==> src/rtl/wb_pkg.sv <==
// Shared widths and the FIFO entry type for the register-file writeback arbiter.
package wb_pkg;
    localparam int REGS_NUM   = 32;
    localparam int REGS_WIDTH = 32;
    localparam int DEPTH      = 4;
    localparam int AW         = $clog2(REGS_NUM);
    localparam int AW_F       = $clog2(DEPTH);
    localparam int CW         = AW_F + 1;

    typedef struct packed {
        logic                  valid;
        logic [AW-1:0]         addr;
        logic [REGS_WIDTH-1:0] data;
    } wb_entry_t;

    typedef wb_entry_t [DEPTH-1:0] wb_array_t;

    // True when a still-valid buffered entry targets register a.
    function automatic logic addr_pending(input wb_array_t e, input logic [AW-1:0] a);
        logic hit;
        hit = 1'b0;
        for (int i = 0; i < DEPTH; i++) begin
            if (e[i].valid && (e[i].addr == a)) hit = 1'b1;
        end
        return hit;
    endfunction
endpackage

==> src/rtl/regfile_wb_arbiter_if.sv <==
// Bus bundle between the execute units, the writeback arbiter and the register file.
interface regfile_wb_arbiter_if;
    import wb_pkg::*;

    logic                  alu_valid;
    logic [AW-1:0]         alu_waddr;
    logic [REGS_WIDTH-1:0] alu_wdata;
    // LSU: a transfer happens on any cycle where lsu_valid && lsu_ready are both high at the rising edge.
    logic                  lsu_valid;
    logic                  lsu_ready;
    logic [AW-1:0]         lsu_waddr;
    logic [REGS_WIDTH-1:0] lsu_wdata;
    logic                  we;
    logic [AW-1:0]         waddr;
    logic [REGS_WIDTH-1:0] wdata;
    logic [AW-1:0]         chk_ra;
    logic [AW-1:0]         chk_rb;
    logic                  busy_ra;
    logic                  busy_rb;
    logic [CW-1:0]         fifo_count;

    modport master (
        output alu_valid, alu_waddr, alu_wdata,
        output lsu_valid, lsu_waddr, lsu_wdata, chk_ra, chk_rb,
        input  lsu_ready, we, waddr, wdata, busy_ra, busy_rb, fifo_count
    );

    modport slave (
        input  alu_valid, alu_waddr, alu_wdata,
        input  lsu_valid, lsu_waddr, lsu_wdata, chk_ra, chk_rb,
        output lsu_ready, we, waddr, wdata, busy_ra, busy_rb, fifo_count
    );
endinterface

==> src/rtl/wb_fifo.sv <==
// Circular buffer of pending LSU writes with kill-by-address; popped and unused slots read as invalid.
module wb_fifo
    import wb_pkg::*;
(
    input  logic          clk,
    input  logic          arstn,
    input  logic          push,
    input  wb_entry_t     push_entry,
    input  logic          pop,
    input  logic          kill_en,
    input  logic [AW-1:0] kill_addr,
    output wb_array_t     entries,
    output wb_entry_t     head,
    output logic          empty,
    output logic          full,
    output logic [CW-1:0] count
);
    wb_array_t     mem_q, mem_d;
    logic [CW-1:0] wr_ptr_q, wr_ptr_d;
    logic [CW-1:0] rd_ptr_q, rd_ptr_d;

    assign empty   = (wr_ptr_q == rd_ptr_q);
    assign full    = (wr_ptr_q[AW_F] != rd_ptr_q[AW_F]) &&
                     (wr_ptr_q[AW_F-1:0] == rd_ptr_q[AW_F-1:0]);
    assign count   = wr_ptr_q - rd_ptr_q;
    assign head    = mem_q[rd_ptr_q[AW_F-1:0]];
    assign entries = mem_q;

    // Kill first so a same-cycle push to the killed address lands valid.
    always_comb begin
        mem_d    = mem_q;
        wr_ptr_d = wr_ptr_q;
        rd_ptr_d = rd_ptr_q;
        for (int i = 0; i < DEPTH; i++) begin
            if (kill_en && (mem_q[i].addr == kill_addr)) mem_d[i].valid = 1'b0;
        end
        if (pop && !empty) begin
            mem_d[rd_ptr_q[AW_F-1:0]].valid = 1'b0;
            rd_ptr_d = rd_ptr_q + CW'(1);
        end
        if (push && !full) begin
            mem_d[wr_ptr_q[AW_F-1:0]] = push_entry;
            wr_ptr_d = wr_ptr_q + CW'(1);
        end
    end

    always_ff @(posedge clk or negedge arstn) begin
        if (!arstn) begin
            mem_q    <= '0;
            wr_ptr_q <= '0;
            rd_ptr_q <= '0;
        end else begin
            mem_q    <= mem_d;
            wr_ptr_q <= wr_ptr_d;
            rd_ptr_q <= rd_ptr_d;
        end
    end
endmodule

==> src/rtl/regfile_wb_arbiter.sv <==
// Writeback arbiter: ALU has priority, LSU results queue in wb_fifo, busy flags cover RAW hazards.
module regfile_wb_arbiter
    import wb_pkg::*;
(
    input  logic               clk,
    input  logic               arstn,
    regfile_wb_arbiter_if.slave bus
);
    logic                  we_q, we_d;
    logic [AW-1:0]         waddr_q, waddr_d;
    logic [REGS_WIDTH-1:0] wdata_q, wdata_d;

    logic          alu_wr, lsu_push, bypass, fifo_push, pop;
    logic          empty, full;
    wb_entry_t     head, push_entry;
    wb_array_t     entries;
    logic [CW-1:0] count;

    assign alu_wr     = bus.alu_valid && (bus.alu_waddr != '0);
    assign lsu_push   = bus.lsu_valid && !full && (bus.lsu_waddr != '0);
    // An idle port with nothing queued lets the LSU result skip the FIFO.
    assign bypass     = lsu_push && !alu_wr && empty;
    assign fifo_push  = lsu_push && !bypass;
    assign push_entry = '{valid: 1'b1, addr: bus.lsu_waddr, data: bus.lsu_wdata};

    wb_fifo u_fifo (
        .clk        (clk),
        .arstn      (arstn),
        .push       (fifo_push),
        .push_entry (push_entry),
        .pop        (pop),
        .kill_en    (alu_wr),
        .kill_addr  (bus.alu_waddr),
        .entries    (entries),
        .head       (head),
        .empty      (empty),
        .full       (full),
        .count      (count)
    );

    always_comb begin
        we_d    = 1'b0;
        waddr_d = waddr_q;
        wdata_d = wdata_q;
        pop     = 1'b0;
        if (alu_wr) begin
            we_d    = 1'b1;
            waddr_d = bus.alu_waddr;
            wdata_d = bus.alu_wdata;
        end else if (!empty) begin
            pop = 1'b1;
            if (head.valid) begin
                we_d    = 1'b1;
                waddr_d = head.addr;
                wdata_d = head.data;
            end
        end else if (bypass) begin
            we_d    = 1'b1;
            waddr_d = bus.lsu_waddr;
            wdata_d = bus.lsu_wdata;
        end
    end

    always_ff @(posedge clk or negedge arstn) begin
        if (!arstn) begin
            we_q    <= 1'b0;
            waddr_q <= '0;
            wdata_q <= '0;
        end else begin
            we_q    <= we_d;
            waddr_q <= waddr_d;
            wdata_q <= wdata_d;
        end
    end

    assign bus.we         = we_q;
    assign bus.waddr      = waddr_q;
    assign bus.wdata      = wdata_q;
    assign bus.lsu_ready  = !full;
    assign bus.fifo_count = count;
    assign bus.busy_ra    = (bus.chk_ra != '0) &&
                            (addr_pending(entries, bus.chk_ra) || (we_q && (waddr_q == bus.chk_ra)));
    assign bus.busy_rb    = (bus.chk_rb != '0) &&
                            (addr_pending(entries, bus.chk_rb) || (we_q && (waddr_q == bus.chk_rb)));
endmodule

==> src/flat_wrapper.sv <==
// flat-port wrapper written by rule: the top's interface ports become plain ports
module regfile_wb_arbiter_flat import wb_pkg::*;
  (clk, arstn, bus_alu_valid, bus_alu_waddr, bus_alu_wdata, bus_lsu_valid, bus_lsu_waddr, bus_lsu_wdata, bus_chk_ra, bus_chk_rb, bus_lsu_ready, bus_we, bus_waddr, bus_wdata, bus_busy_ra, bus_busy_rb, bus_fifo_count);
  regfile_wb_arbiter_if bus_i ();
  input  logic clk;
  input  logic arstn;
  input wire logic [$bits(bus_i.alu_valid)-1:0] bus_alu_valid;
  input wire logic [$bits(bus_i.alu_waddr)-1:0] bus_alu_waddr;
  input wire logic [$bits(bus_i.alu_wdata)-1:0] bus_alu_wdata;
  input wire logic [$bits(bus_i.lsu_valid)-1:0] bus_lsu_valid;
  input wire logic [$bits(bus_i.lsu_waddr)-1:0] bus_lsu_waddr;
  input wire logic [$bits(bus_i.lsu_wdata)-1:0] bus_lsu_wdata;
  input wire logic [$bits(bus_i.chk_ra)-1:0] bus_chk_ra;
  input wire logic [$bits(bus_i.chk_rb)-1:0] bus_chk_rb;
  output wire logic [$bits(bus_i.lsu_ready)-1:0] bus_lsu_ready;
  output wire logic [$bits(bus_i.we)-1:0] bus_we;
  output wire logic [$bits(bus_i.waddr)-1:0] bus_waddr;
  output wire logic [$bits(bus_i.wdata)-1:0] bus_wdata;
  output wire logic [$bits(bus_i.busy_ra)-1:0] bus_busy_ra;
  output wire logic [$bits(bus_i.busy_rb)-1:0] bus_busy_rb;
  output wire logic [$bits(bus_i.fifo_count)-1:0] bus_fifo_count;
  assign bus_i.alu_valid = bus_alu_valid;
  assign bus_i.alu_waddr = bus_alu_waddr;
  assign bus_i.alu_wdata = bus_alu_wdata;
  assign bus_i.lsu_valid = bus_lsu_valid;
  assign bus_i.lsu_waddr = bus_lsu_waddr;
  assign bus_i.lsu_wdata = bus_lsu_wdata;
  assign bus_i.chk_ra = bus_chk_ra;
  assign bus_i.chk_rb = bus_chk_rb;
  assign bus_lsu_ready = bus_i.lsu_ready;
  assign bus_we = bus_i.we;
  assign bus_waddr = bus_i.waddr;
  assign bus_wdata = bus_i.wdata;
  assign bus_busy_ra = bus_i.busy_ra;
  assign bus_busy_rb = bus_i.busy_rb;
  assign bus_fifo_count = bus_i.fifo_count;
  regfile_wb_arbiter u_core (.clk(clk), .arstn(arstn), .bus(bus_i));
endmodule
==> config.mk <==
export PLATFORM = sky130hd
export DESIGN_NAME = regfile_wb_arbiter_flat
export DESIGN_NICKNAME = d
export VERILOG_FILES = /design/src/rtl/wb_pkg.sv /design/src/rtl/regfile_wb_arbiter_if.sv /design/src/rtl/wb_fifo.sv /design/src/rtl/regfile_wb_arbiter.sv /design/src/flat_wrapper.sv
export SDC_FILE = /design/constraint.sdc
export NUM_CORES = 1
export LEC_CHECK = 0
export ABC_AREA = 1
export BUFFER_PORTS_ARGS = -buffer_cell sky130_fd_sc_hd__buf_4
export CAP_MARGIN = 30
export CORE_UTILIZATION = 64
export DETAILED_ROUTE_END_ITERATION = 12
export PLACE_DENSITY = 0.87
export SLEW_MARGIN = 25
export SYNTH_ARGS = -nofsm -noshare
export SYNTH_HDL_FRONTEND = slang
export SYNTH_HIERARCHICAL = 1
export SYNTH_SLANG_ARGS = --single-unit
==> constraint.sdc <==
create_clock -name clk -period 7.3 [get_ports clk]
set_clock_uncertainty 0.2 [all_clocks]
set_input_delay 0 -clock clk [delete_from_list [all_inputs] [get_ports clk]]
set_output_delay 0 -clock clk [all_outputs]
set_load 0.005 [all_outputs]
* Word-level counts from Yosys, hierarchy flattened
Cells that the tools add are included.
** Word-level totals
- Register bits :: 196
- Input port bits :: 88
** Operators by class
- Equality and inequality tests :: 18
- Multiplexer cells :: 36
- Reduce and logical (&&, ||, !) cells :: 39
- $lt $le $gt $ge :: 4
- Add/sub/neg operators :: 3
** Operators by type and width (count)
- bitwise mux 152 bit :: 2
- two-way mux 152 bit :: 2
- demux 38 bit (select 2 bit) :: 2
- two-way mux 32 bit :: 4
- two-way mux 38 bit :: 3
- binary-select mux 38 bit (select 2 bit) :: 1
- equality test 5 bit :: 14
- logical AND 1 bit :: 27
- two-way mux 5 bit :: 4
- nonzero test 5 bit :: 4
- two-way mux 1 bit :: 18
- adder 3 x 1 -> 3 bit, second input constant :: 2
- less-than comparator 2 x 3 -> 1 bit, second input constant :: 2
- greater-or-equal comparator 2 x 1 -> 1 bit, second input constant :: 2
- zero test 1 bit :: 4
- equality test 3 bit :: 1
- != test 3 x 1 -> 1 bit, second input constant :: 1
- nonzero test 3 bit :: 1
- subtractor 3 bit :: 1
- equality test 2 bit :: 1
- logical OR 1 bit :: 2
- AND reduction 2 bit :: 1
- != test 1 bit :: 1

* Depth between registers and ports, before layout
- Depth after elaboration :: 11
- Gate-level depth with buffers :: 16

* Cells and area by module
Netlist, hierarchy kept.
** Modules (own cells, without submodules)
- wb_fifo :: times used 1, cells each 996, seq. area each 3953.8 um^2, area each 7678.6 um^2
- regfile_wb_arbiter :: times used 1, cells each 626, seq. area each 950.9 um^2, area each 3339.5 um^2

* Worst setup path after synthesis
No wires, ideal clock.
- Kind :: register -> register
- Start point :: reg u_core.u_fifo.rd_ptr_q[1]
- End point :: reg u_core.u_fifo.mem_q (netlist bit u_core/u_fifo/entries[146])
- Required time :: 6.974 ns
- Stages on the path, launching flop included :: 15
- Path slack :: 4.448 ns
- Arrival :: 2.526 ns
- Cell sequence :: dfrtp_1 inv_1 clkbuf_1 ha_1 nand2_1 inv_1 nand2_1 inv_1 clkbuf_1 a21oi_1 buf_2 nand3_4 inv_4 buf_6 o21ai_0
** On the way
- Elaborated cells on any way between the ends :: 20
- Classes of those cells :: eq/ne: 2; mux: 7; reduce/logical: 11
** RTL lines
- from (decl) :: RTL line wb_fifo.sv:20 : logic [CW-1:0] rd_ptr_q, rd_ptr_d;
- from (signal assigned) :: RTL line wb_fifo.sv:55 : rd_ptr_q <= rd_ptr_d;
- equality test 3 bit :: RTL line wb_fifo.sv:22 : assign empty = (wr_ptr_q == rd_ptr_q);
- net u_core.empty :: RTL line regfile_wb_arbiter.sv:14 : logic empty, full;
- logical AND 1 bit :: RTL line regfile_wb_arbiter.sv:22 : assign bypass = lsu_push && !alu_wr && empty;
- zero test 1 bit :: RTL line regfile_wb_arbiter.sv:23 : assign fifo_push = lsu_push && !bypass;
- logical AND 1 bit :: RTL line regfile_wb_arbiter.sv:23
- net u_core.fifo_push :: RTL line regfile_wb_arbiter.sv:13 : logic alu_wr, lsu_push, bypass, fifo_push, pop;
- logical AND 1 bit :: RTL line wb_fifo.sv:41 : if (push && !full) begin
- two-way mux 152 bit :: RTL line wb_fifo.sv:41
- to (signal assigned) :: RTL line wb_fifo.sv:53 : mem_q <= mem_d;
- to (decl) :: RTL line wb_fifo.sv:18 : wb_array_t mem_q, mem_d;
The timed path passes the listed nets, and every way through them passes these cells.
A chain may end at the register's enable or synchronous reset.

* Worst setup path in the final report
- Start point :: reg u_core.u_fifo.rd_ptr_q[0]
- End point :: reg u_core.u_fifo.mem_q (netlist bit u_core/u_fifo/entries[58])
** On the way
- Longest elaborated chain between the ends :: 11
- Elaborated cells on any way between the ends :: 20
- Classes of those cells :: eq/ne: 2; mux: 7; reduce/logical: 11
** Ends and longest elaborated chain
- equality test 2 bit * :: RTL line wb_fifo.sv:24 : (wr_ptr_q[AW_F-1:0] == rd_ptr_q[AW_F-1:0]);
- logical AND 1 bit * :: RTL line wb_fifo.sv:23 : assign full = (wr_ptr_q[AW_F] != rd_ptr_q[AW_F]) &&
- net u_core.full :: RTL line regfile_wb_arbiter.sv:14
- zero test 1 bit * :: RTL line regfile_wb_arbiter.sv:20 : assign lsu_push = bus.lsu_valid && !full && (bus.lsu_waddr != '0);
- logical AND 1 bit * (2 in a row) :: RTL line regfile_wb_arbiter.sv:20
- logical AND 1 bit (2 in a row) :: RTL line regfile_wb_arbiter.sv:22
- zero test 1 bit :: RTL line regfile_wb_arbiter.sv:23
- logical AND 1 bit * :: RTL line regfile_wb_arbiter.sv:23
- net u_core.fifo_push :: RTL line regfile_wb_arbiter.sv:13
- logical AND 1 bit * :: RTL line wb_fifo.sv:41
- two-way mux 152 bit * :: RTL line wb_fifo.sv:41
Mark *: on every way through the listed nets, which the timed path passes. The rest lies on a longest branch.

==> summary.md <==
| Metric | Value |
|---|---|
| Outcome | finished clean |
| Reg clk slew, reported paths | 0.07 ns |
| Seq/Total Area, Yosys | 44.52% |
| H-tree lvl count | 4 |
| Area share of the leading cell type in the synthesized netlist | 44.52% |
| Mean Syn Cell Area | 6.793 um^2 |
| Max-Slew Margin vs Limit | 39.71% |
| Minimum clock period | 4.382 ns |
| Cell variety after synth | 26 |
| # nets final | 1880 |
| DR vias/cell | 5.695 |
| TritonRoute pass-1 iters | 7 |
| Most frequent cells in the layout | nand2_1, dfrtp_1, buf_4 |
| Share of cells above drive strength 1 | 10.59% |
| Routed vias | 11470 |
| Net Sw Power | 0.002815 W |
| Std cell rows | 47 |
| Count of final max-slew check failures | 0 |
| DR iter-0 viols | 1498 |
| Final Cycle Share | 60.03% |
| DIE AREA | 0.01774 mm^2 |
| Post-synthesis xor/xnor area fraction | 0.7154% |
| Post-route ant nets | 0 |
| Crit path cell chain | buf_4 > ha_1 > nand2_1 > inv_1 > nand2_4 > inv_1 > inv_1 > nand3_1 > a21oi_1 > nand3_4 > inv_4 > nand2_1 > nand2_1 |
| Critical path class | reg2reg |
| Crit path DAT | 4.55 ns |
| Core area | 0.01670 mm^2 |
| Util after Layout | 79.79% |
| Clock tree from TritonCTS | built |
| Largest cells by area after synthesis | dfrtp_1, nand2_1, nor2_1 |
| Simple-gate share of the synthesized area | 38.26% |
| Internal Power | 0.003171 W |
| Post-CTS Resized | 0 |
| Compound-gate portion of the synthesized area | 8.029% |
| Hold Crit Class | in2reg |
| Worst path bufs/invs | 5 |
| Part of the power in registers | 33.2% |
| Final Setup Violations | 0 |
| Max Cap Violations | 0 |
| Detailed placement HPWL | 20.13 mm |
| Delay-heaviest family, CP | buffers and inverters |
| Post-Syn Area | 0.01102 mm^2 |
| Slew @ Worst Pin | 0.9043 ns |
| Synth warn | 6 |
| Antenna violations before repair | 0 |
| Combinational group share of total power | 51.2% |
| Antenna cells | 0 |
| TritonCTS Buffers | 17 |
| Area leader, netlist | dfrtp_1 |
| Clock latency on the worst-skew pair | 0.44 ns |
| Pwr/cell area | 449.2 mW/mm^2 |
| Starting density of the core | 65.97% |
| Fmax | 0.2282 GHz |
| Gr ovfl total | 0 |
| DRC violations left | 0 |
| Required @ worst endpoint | 7.47 ns |
| Mapped Nets | 1721 |
| Final wirelength | 34.12 mm |
| CP endpoint kind | flip-flop |
| Fill count | 1139 |
| Clock group share of total power | 15.6% |
| Root buf cell | clkbuf_16 |
| IO Port Bufs | 131 |
| Post-synthesis adder-cell area fraction | 1.317% |
| Crit path launch type | flip-flop |
| Delay of the slowest critical-path stage | 0.70 ns |
| Critical path's slowest cell | a21oi_1 |
| Pin count of the biggest net entering global routing | 114 |
| Cells after Synth | 1622 |
| Clk buf depth | 2 |
| VDD IR-drop max | 0.3005 mV |
| Boundary Pins | 132 |
| RD Place Congestion | 0.9881 |
| Largest family of logic cells by synthesized area | simple AND/OR/NAND/NOR gates |
| Pleak | 7.347 nW |
| RSZ-0062 raised after global routing | false |
| Most common cell after layout, fill and taps aside | nand2_1 |
| Total power | 0.005986 W |
| Sw Share | 47.02% |
| Die height | 133.2 um |
| Area grow syn2layout | 20.94% |
| Tot GR Track Use | 39.05% |
| Sink Count | 196 |
| Flops & latches, synth | 196 |
| Mux cell area share after synthesis | 0% |
| Final hold vios | 0 |
| WL/cell | 16.94 um |
| Die Wd | 133.2 um |
| First-pass GRT wire length | 54.33 mm |
| Vias in the first global route | 10810 |
| Setup_tns | 0 ns |
| Maximum fanout along the worst path | 76 |
-- cell type report --
type | instances | area (um^2) | area share (%)
multi-input combinational | 1268 | 5328 | 39.98
tap | 220 | 275.3 | 2.066
clock buffer | 19 | 442.9 | 3.324
clock inverter | 13 | 140.1 | 1.052
sequential | 196 | 4906 | 36.82
timing repair buffer | 220 | 1928 | 14.47
inverter | 78 | 305.3 | 2.291
-- worst paths after layout --
path / start / end / slack, ns / cells past startpoint
max reg2reg: u_core/u_fifo/rd_ptr_q[0]$_DFFE_PN0N_ / u_core/u_fifo/entries[58]$_DFFE_PN0P_ / 2.92 / 13
min in group asynchronous: arstn / u_core/bus.wdata[9]$_DFFE_PN0P_ / 0.34 / 3
min reg2reg: u_core/u_fifo/entries[69]$_DFFE_PN0P_ / u_core/u_fifo/entries[69]$_DFFE_PN0P_ / 0.28 / 2
min: bus_lsu_valid / u_core/u_fifo/wr_ptr_q[0]$_DFFE_PN0P_ / 0.01 / 5
max in group asynchronous: arstn / u_core/u_fifo/entries[133]$_DFFE_PN0P_ / 5.50 / 5
max: u_core/u_fifo/rd_ptr_q[0]$_DFFE_PN0N_ / u_core/u_fifo/entries[58]$_DFFE_PN0P_ / 2.92 / 13
-- cells by family (layout without fill, tap and decap cells) --
family | after synthesis | after routing
AND/OR/NAND/NOR | 1083 | 1083
flip-flops | 196 | 196
AO/OA/AOI/OAI | 164 | 164
buffers and inverters | 158 | 330
adder cells (fa/ha/maj) | 11 | 11
XOR/XNOR | 9 | 9
other | 1 | 1
-- sequential cells by signal, summed over array words and instances (netlist names) --
signal	cells
u_core/bus.wdata	32
u_core/bus.waddr	5
u_core/u_fifo/rd_ptr_q	3
u_core/u_fifo/wr_ptr_q	3
u_core/bus.we	1
u_core/u_fifo/entries	152
-- power by group through the flow --
stage	registers, W	logic (W)	clock network (W)
after global routing	0.00204	0.00337	0.000978
after floorplan	0.00188	0.00209	0
after CTS	0.00197	0.00293	0.000934
after detailed placement	0.00198	0.00286	0
after global placement	0.00198	0.00274	0
final	0.00199	0.00306	0.000932
-- stage by stage --
step / setup slack (ns) / cells / area (um^2) / hold slack (ns)
floorplan: 4.448 / 1622 / 11020 / -0.4956
global placement: 3.053 / 1902 / 11870 / -0.01696
detailed placement: 3.100 / 1904 / 11930 / -0.003951
CTS: 3.025 / 2011 / 13260 / 0.01677
global route: 2.719 / 2014 / 13330 / 0.05835
finish: 2.918 / 2014 / 13330 / 0.01424
-- synth_stat cells --
| cell | number |
|---|---|
| o22ai_1 | 34 |
| nand2_2 | 1 |
| a21oi_1 | 17 |
| inv_4 | 5 |
| clkbuf_1 | 28 |
| nor2_1 | 135 |
| nand2_4 | 1 |
| a21oi_4 | 1 |
| nand3_4 | 4 |
| nor3_1 | 3 |
| dfrtp_1 | 196 |
| buf_6 | 19 |
| inv_2 | 2 |
| nand4_1 | 2 |
| inv_1 | 71 |
| o21ai_1 | 9 |
| ha_1 | 10 |
| fa_1 | 1 |
| xor2_1 | 9 |
| nand3_1 | 61 |
| nand2_1 | 876 |
| o21ai_0 | 99 |
| buf_1 | 3 |
| conb_1 | 1 |
| buf_2 | 30 |
| o21bai_1 | 4 |
-- tightest hold or removal path, stage by stage --
cell     delay (ns)
buf_4          0.12
nand3_1        0.07
a21oi_1        0.17
nand2_1        0.18
xor2_1         0.08
-- metal layers --
layer,part of all wire [%],wire [um],vias up,global-route usage [%]
met5,0,0,-,0
met4,3.0,1026,0,15.91
met3,11,3759,121,7.572
met2,47,16040,741,62.83
met1,39,13290,5268,52.25
li1,-,-,5339,-
-- repair_timing --
action	in CTS	in global routing
setup buffers	0	0
endpoints found under the setup margin	0	0
hold buffers	75	1
endpoints found under the hold margin	301	22
No activity file was read; power rests on OpenSTA's default activity.
